$ cat src/rtl/cache_arb_pkg.sv
// Shared types and default widths for the I/D cache physical-memory arbiter.
package cache_arb_pkg;

  localparam int unsigned ADDR_W_DEF = 32;
  localparam int unsigned LINE_W_DEF = 256;

  typedef enum logic [1:0] {IDLE, I_BUSY, D_BUSY} arb_state_t;
  typedef enum logic {OWN_I, OWN_D} owner_t;

endpackage

$ cat src/rtl/rr_arb2.sv
// Two-requester round-robin picker; bit 0 is the I-cache, bit 1 the D-cache.
module rr_arb2
  import cache_arb_pkg::*;
(
  input  logic [1:0] req,
  input  owner_t     last_grant,
  output logic [1:0] gnt
);

  always_comb begin
    gnt = req;
    // On a tie the requester that was not granted last wins.
    if (req == 2'b11) begin
      gnt = (last_grant == OWN_I) ? 2'b10 : 2'b01;
    end
  end

endmodule

$ cat src/rtl/cache_arbiter.sv
// Shares one physical-memory port between the I-cache and D-cache, one
// line transaction at a time, with per-requester completion counters.
module cache_arbiter
  import cache_arb_pkg::*;
#(
  parameter int unsigned ADDR_W = ADDR_W_DEF,
  parameter int unsigned LINE_W = LINE_W_DEF,
  parameter int unsigned CNT_W  = 16
) (
  input  logic              clk,
  input  logic              rst_n,
  input  logic              i_pmem_read,
  input  logic [ADDR_W-1:0] i_pmem_address,
  output logic [LINE_W-1:0] i_pmem_rdata,
  output logic              i_pmem_resp,
  input  logic              d_pmem_read,
  input  logic              d_pmem_write,
  input  logic [ADDR_W-1:0] d_pmem_address,
  input  logic [LINE_W-1:0] d_pmem_wdata,
  output logic [LINE_W-1:0] d_pmem_rdata,
  output logic              d_pmem_resp,
  output logic              pmem_read,
  output logic              pmem_write,
  output logic [ADDR_W-1:0] pmem_address,
  output logic [LINE_W-1:0] pmem_wdata,
  input  logic [LINE_W-1:0] pmem_rdata,
  input  logic              pmem_resp,
  output logic              busy,
  output logic [CNT_W-1:0]  i_cnt,
  output logic [CNT_W-1:0]  d_cnt
);

  arb_state_t        state_q, state_d;
  owner_t            last_grant_q, last_grant_d;
  logic              rd_q, rd_d, wr_q, wr_d, busy_q, busy_d;
  logic [ADDR_W-1:0] addr_q, addr_d;
  logic [LINE_W-1:0] wdata_q, wdata_d;
  logic [CNT_W-1:0]  i_cnt_q, i_cnt_d, d_cnt_q, d_cnt_d;
  logic [1:0]        req, gnt;

  assign req = {d_pmem_read | d_pmem_write, i_pmem_read};

  rr_arb2 u_rr_arb2 (
    .req        (req),
    .last_grant (last_grant_q),
    .gnt        (gnt)
  );

  always_comb begin
    state_d      = state_q;
    last_grant_d = last_grant_q;
    rd_d         = rd_q;
    wr_d         = wr_q;
    addr_d       = addr_q;
    wdata_d      = wdata_q;
    i_cnt_d      = i_cnt_q;
    d_cnt_d      = d_cnt_q;
    unique case (state_q)
      IDLE: begin
        if (gnt[1]) begin
          state_d      = D_BUSY;
          last_grant_d = OWN_D;
          rd_d         = d_pmem_read;
          wr_d         = d_pmem_write;
          addr_d       = d_pmem_address;
          wdata_d      = d_pmem_wdata;
        end else if (gnt[0]) begin
          state_d      = I_BUSY;
          last_grant_d = OWN_I;
          rd_d         = 1'b1;
          wr_d         = 1'b0;
          addr_d       = i_pmem_address;
          wdata_d      = '0;
        end
      end
      I_BUSY: begin
        if (pmem_resp) begin
          state_d = IDLE;
          rd_d    = 1'b0;
          wr_d    = 1'b0;
          i_cnt_d = i_cnt_q + CNT_W'(1);
        end
      end
      D_BUSY: begin
        if (pmem_resp) begin
          state_d = IDLE;
          rd_d    = 1'b0;
          wr_d    = 1'b0;
          d_cnt_d = d_cnt_q + CNT_W'(1);
          // Write-back lock: the D-cache's refill read must win the next tie.
          if (wr_q) begin
            last_grant_d = OWN_I;
          end
        end
      end
      default: state_d = IDLE;
    endcase
    busy_d = (state_d != IDLE);
  end

  always_ff @(posedge clk or negedge rst_n) begin
    if (!rst_n) begin
      state_q      <= IDLE;
      last_grant_q <= OWN_I;
      rd_q         <= 1'b0;
      wr_q         <= 1'b0;
      addr_q       <= '0;
      wdata_q      <= '0;
      i_cnt_q      <= '0;
      d_cnt_q      <= '0;
      busy_q       <= 1'b0;
    end else begin
      state_q      <= state_d;
      last_grant_q <= last_grant_d;
      rd_q         <= rd_d;
      wr_q         <= wr_d;
      addr_q       <= addr_d;
      wdata_q      <= wdata_d;
      i_cnt_q      <= i_cnt_d;
      d_cnt_q      <= d_cnt_d;
      busy_q       <= busy_d;
    end
  end

  assign pmem_read    = rd_q;
  assign pmem_write   = wr_q;
  assign pmem_address = addr_q;
  assign pmem_wdata   = wdata_q;
  assign busy         = busy_q;
  assign i_cnt        = i_cnt_q;
  assign d_cnt        = d_cnt_q;
  assign i_pmem_rdata = pmem_rdata;
  assign d_pmem_rdata = pmem_rdata;
  assign i_pmem_resp  = pmem_resp && (state_q == I_BUSY);
  assign d_pmem_resp  = pmem_resp && (state_q == D_BUSY);

endmodule

$ cat config.mk
export PLATFORM = sky130hd
export DESIGN_NAME = cache_arbiter
export DESIGN_NICKNAME = d
export VERILOG_FILES = /design/src/rtl/cache_arb_pkg.sv /design/src/rtl/rr_arb2.sv /design/src/rtl/cache_arbiter.sv
export SDC_FILE = /design/constraint.sdc
export NUM_CORES = 1
export LEC_CHECK = 0
export ABC_AREA = 1
export CAP_MARGIN = 25
export CORE_AREA = 8 8 546 548
export DETAILED_ROUTE_END_ITERATION = 10
export DIE_AREA = 0 0 554 556
export PLACE_DENSITY = 0.3
export SETUP_SLACK_MARGIN = 0.1
export SKIP_CTS_REPAIR_TIMING = 1
export SYNTH_ARGS = -nofsm -noshare
export SYNTH_HDL_FRONTEND = slang
export SYNTH_SLANG_ARGS = --single-unit
$ cat constraint.sdc
create_clock -name clk -period 2.2 [get_ports clk]
set_input_delay 0.22 -clock clk [delete_from_list [all_inputs] [get_ports clk]]
set_output_delay 0.22 -clock clk [all_outputs]
set_load 0.01 [all_outputs]
### Word level (Yosys, flattened, before mapping)

Cells that the tools add are included.

* equal/unequal tests: 7
* add/sub/neg operators: 2
* reductions and logical operators: 13
* mux-type cells: 21
* bitwise operators: 1

Operator list (count)
* 256-bit two-way mux: 2
* 32-bit two-way mux: 2
* 16-bit by 1-bit adder with 16-bit output (second input constant): 2
* 2-bit two-way mux: 5
* 1-bit two-way mux: 8
* 2-bit nonzero test: 4
* 1-bit case mux with 2 select lines: 3
* 2-bit AND reduction: 3
* 2-bit == test (second input constant): 2
* 2-bit != test (second input constant): 2
* 2-bit case mux with 2 select lines: 1
* 4-bit AND reduction: 1
* 3-bit != test (second input constant): 1
* 3-bit AND reduction: 1
* 2-bit by 1-bit == test with 1-bit output (second input constant): 1
* 1-bit logical AND: 2
* 2-bit zero test: 1
* 2-bit by 1-bit != test with 1-bit output (second input constant): 1
* 2-bit OR reduction: 1
* 1-bit OR: 1

* word-level logic and storage cells: 53
* input bits: 582
* register bits: 326
* output and inout bits: 837

### Depth between registers and ports, before layout

* depth after elaboration: 7
* gate-level depth with buffers: 10
* depth with buffers taken out: 10

### Hierarchy

From an unflattened synthesis, not the netlist that was laid out.

* cell total of the unflattened synthesis: 2048
* area, all modules: 17565.6 µm²

By module, submodules not included
* cache_arbiter: area each 17544.3 µm², instances 1, seq. area each 8157.8 µm², cells each 2043
* rr_arb2: area each 21.3 µm², instances 1, seq. area each 0.0 µm², cells each 5

### Least setup slack after synthesis

OpenSTA, ideal clock, no wires.

* path type: register -> register
* start point: register state_q[0]
* end point: register d_cnt_q[10] (netlist: d_cnt[10])
* stages on the path, launching flop included: 10
* data required time: 2.077 ns
* path buffers: 0
* clock period less this slack: 1.598 ns
* setup time: 0.123 ns
* arrival: 1.475 ns
* path slack: 0.602 ns
* path through: dfrtp_1 -> inv_1 -> ha_1 -> nand2_2 -> nor2_1 -> nand2_1 -> nor2_2 -> nand2_1 -> o21ai_0 -> nand2_1

* cells in the longest elaborated chain, start to end: 2

Ends and longest elaborated chain
* start, declared: line cache_arbiter.sv:33 `arb_state_t state_q, state_d;`
* start signal, assigned: line cache_arbiter.sv:113 `state_q <= state_d;`
* 2-bit == test: line cache_arbiter.sv:58 `unique case (state_q)`
* 2-bit AND reduction (no source line)
* end signal, assigned: line cache_arbiter.sv:120 `d_cnt_q <= d_cnt_d;`
* end, declared: line cache_arbiter.sv:38 `logic [CNT_W-1:0] i_cnt_q, i_cnt_d, d_cnt_q, d_cnt_d;`

No other way between the ends.
A chain may end at the register's enable or synchronous reset.

### Worst setup path after layout

* start point: register state_q[0]
* end point: output port d_pmem_resp

* cells in the longest elaborated chain, start to end: 2

Ends and longest elaborated chain
* 2-bit == test: line cache_arbiter.sv:135 `assign d_pmem_resp = pmem_resp && (state_q == D_BUSY);`
* 1-bit logical AND: line cache_arbiter.sv:135
* end, declared: line cache_arbiter.sv:21 `output logic d_pmem_resp,`

No other way between the ends.

==> results.ini <==
[run_status]
outcome=finished clean

[global_route]
grt_first_pass_wirelength_mm=186
grt.overflow.total=0
grt.busiest_layer=met2
use_met3_pct=10.1
antenna_found_initial=33
grt_use_met2_pct=12.9
grt_pass1_vias=15428
grt_use_total_pct=9.30
grt_max_degree=87
grt_use_met1_pct=8.59

[synth]
synth_compound_area_share_pct=9.09
syn_inst=2055
synth_cell_types=29
synth_top_family_by_area=buffers and inverters
synth_area_leaders=dfrtp_1 46%, buf_4 22%, nand3_1 7.5%, o21ai_0 7.0%, inv_1 6.2%
yosysWarnings=0
yosys.area_share.simple_pct=12.6
synth_area_leader_cell=dfrtp_1
yosysSeqAreaShare_pct=46.3
synth_top_area_share_pct=46.3
syn-num-nets=2643
synth_fa_ha_area_share_pct=0.426
synth_area_per_cell_um2=8.58
synth.area.mux_share_pct=0
synth_xor_area_share_pct=0.944
synth-seq-cells=326
synth_area_um2=17600

[critical_path]
crit_cells=6
crit_top_cell=inv_4
r2r-start=state_q[1]
slowest_stage=dfrtp_2
reg2regPathDepth=8
reg2reg_slack_ns=0.23
path_buf_inv=4
endpoint_kind=output port
arrival_ns=1.90
crit_family=buffers and inverters
critical-path-max-stage-delay_ns=0.44
cp_max_fo=7
required_ns=1.98
crit_type=reg2out
cp-start-kind=register
crit_chain=inv_4 -> ha_4 -> nand2_4 -> inv_4 -> buf_8 -> buf_12
r2r-end=pmem_wdata[254]

[clocking]
clockBufferDepth=3
cts_max_level=2
path_clk_slew_ns=0.06
cts_tree=built
insertion_delay_ns=0.69
cts_root_buf=clkbuf_16
cts.sink_count=326
cts_inserted_buffers=52

[flow_run]
maxCapViolations=0

[timing]
layout_setup_ws_ns=0.0850
hold_violations=0
drv_slew=0
period_share_pct=96.1
period_needed_ns=2.12
worst_slew_pin_slew_ns=0.694
skew_ns=0.0136
hold_slack_ns=0.0870
rsz0062_at_grt=true
setup_viol=0
clock.fmax_mhz=473
slew_headroom_pct=53.7

[floorplan]
die-area_um2=308000
die_h_um=556
core_area_um2=289000
io_pins=1419
rows=198
die_x_um=554
initial_core_util_pct=6.09

[power_and_ir_drop]
seq_power_share_pct=27.9
p_sw_share_pct=43.1
irDropWorstVdd_mv=0.594
p_per_area_nw_per_um2=1300
power_switching_uw=15600
pwr-share-comb_pct=47.1
internal-power_uw=20600
p_leak_uw=0.0121
clkPwrFrac_pct=25.0

[finish]
drive_gt1_share_pct=9.84
area_growth_pct=58.6
finalNonFillerCells=6096
nNetsFinal=2835
final_core_util_pct=9.66
layout_common_cells=500 x clkdlybuf4s50_1, 325 x dfrtp_1, 287 x inv_1
design_area_um2=27900
final_common_cell=clkdlybuf4s50_1

[worst_hold_path]
hold_path_class=in2reg
hold_start=d_pmem_address[4]
whs_endpoint=pmem_address[4]
hold_path_depth=3

[detailed_routing]
final_antenna_net_count=0
finalWirelength_mm=151
drc_errors=0
drtIter0Drc=955
num_vias=14546
first_pass_iters=5
wl_per_cell_um=24.8
vias_per_cell=2.39

[placement]
dp_worst_setup_slack_ns=-0.0127
gp_congestion=0.768
place_hpwl_mm=130
placedCellCount=5978
port_buffers=650
placed_area_um2=25500

==> cell type report <==
class / count / area (µm²)
Antenna cell: 9 / 22.5
Clock buffer: 72 / 1480
Clock inverter: 22 / 344
Fill cell: 33540 / 261000
Inverter: 292 / 1110
Multi-Input combinational cell: 828 / 4110
Sequential cell: 326 / 8160
Tap cell: 3800 / 4750
Timing Repair Buffer: 747 / 7970
==> cells in the mapped netlist, drive strengths merged <==
cell and n:
inv 291, dfrtp 326, o21ai 271, nor3 2, a21oi 3, nor2 64
or2 1, o21bai 1, clkinv 1, nand3b 1, a21o 1, nand4 5
ha 6, nand3 265, buf 586, nand2 157, clkbuf 23, xnor2 8
xor2 11, a31oi 32
==> sequential cells by signal, summed over array words and instances (netlist names) <==
signal,count
busy,1
d_cnt,16
i_cnt,16
last_grant_q,1
pmem_address,32
pmem_read,1
pmem_wdata,256
pmem_write,1
state_q,2
==> cells by family after synthesis <==
family,count (synthesis)
DFF,326
buffers and inverters,901
AOI/OAI and AO/OA,308
adders and majority gates,6
and+or+nand+nor,495
xor gates and xnor gates,19
==> power by group through the flow <==
| stage | Sequential [µW] | Clock [µW] | Combinational, µW |
|---|---|---|---|
| after global placement | 10300 | 0 | 17700 |
| after global routing | 10500 | 9740 | 19300 |
| after detailed placement | 10300 | 0 | 17600 |
| final | 10100 | 9060 | 17100 |
| after floorplan | 10800 | 0 | 5170 |
| after CTS | 10300 | 9640 | 17700 |
==> through the flow <==
stage | TNS (ns) | power [µW]
after floorplan | 0 | 16000
after detailed placement | -0.0219 | 27900
after global routing | -0.0109 | 39600
after global placement | -0.0111 | 28000
after CTS | -5.19 | 37600
final | 0 | 36300
==> per-layer routing <==
layer	vias up	part of all wire [%]
met5	-	0.39
met4	13	4.6
met2	1030	39
met1	6748	34
met3	347	22
li1	6408	-
==> worst register-to-register path, delay by kind of cell, from the launching register on <==
family                     cells  cell delay [ns]
buffers and inverters          4             0.60
DFF                            1             0.42
AOI/OAI and AO/OA              2             0.37
and+or+nand+nor                1             0.34
adders and majority gates      1             0.16
==> how the worst max path moves through the flow <==
stage               start          end  slack [ns]
3_3_place_gp    pmem_resp  i_pmem_resp       -0.01
5_1_grt        state_q[0]  i_pmem_resp      -0.006
6_report       state_q[0]  d_pmem_resp        0.08
4_1_cts        state_q[1]  i_pmem_resp       -0.69
2_1_floorplan  state_q[0]    d_cnt[10]        0.60
3_5_place_dp    pmem_resp    i_cnt[13]       -0.01
Power figures use the tool's default switching activity.
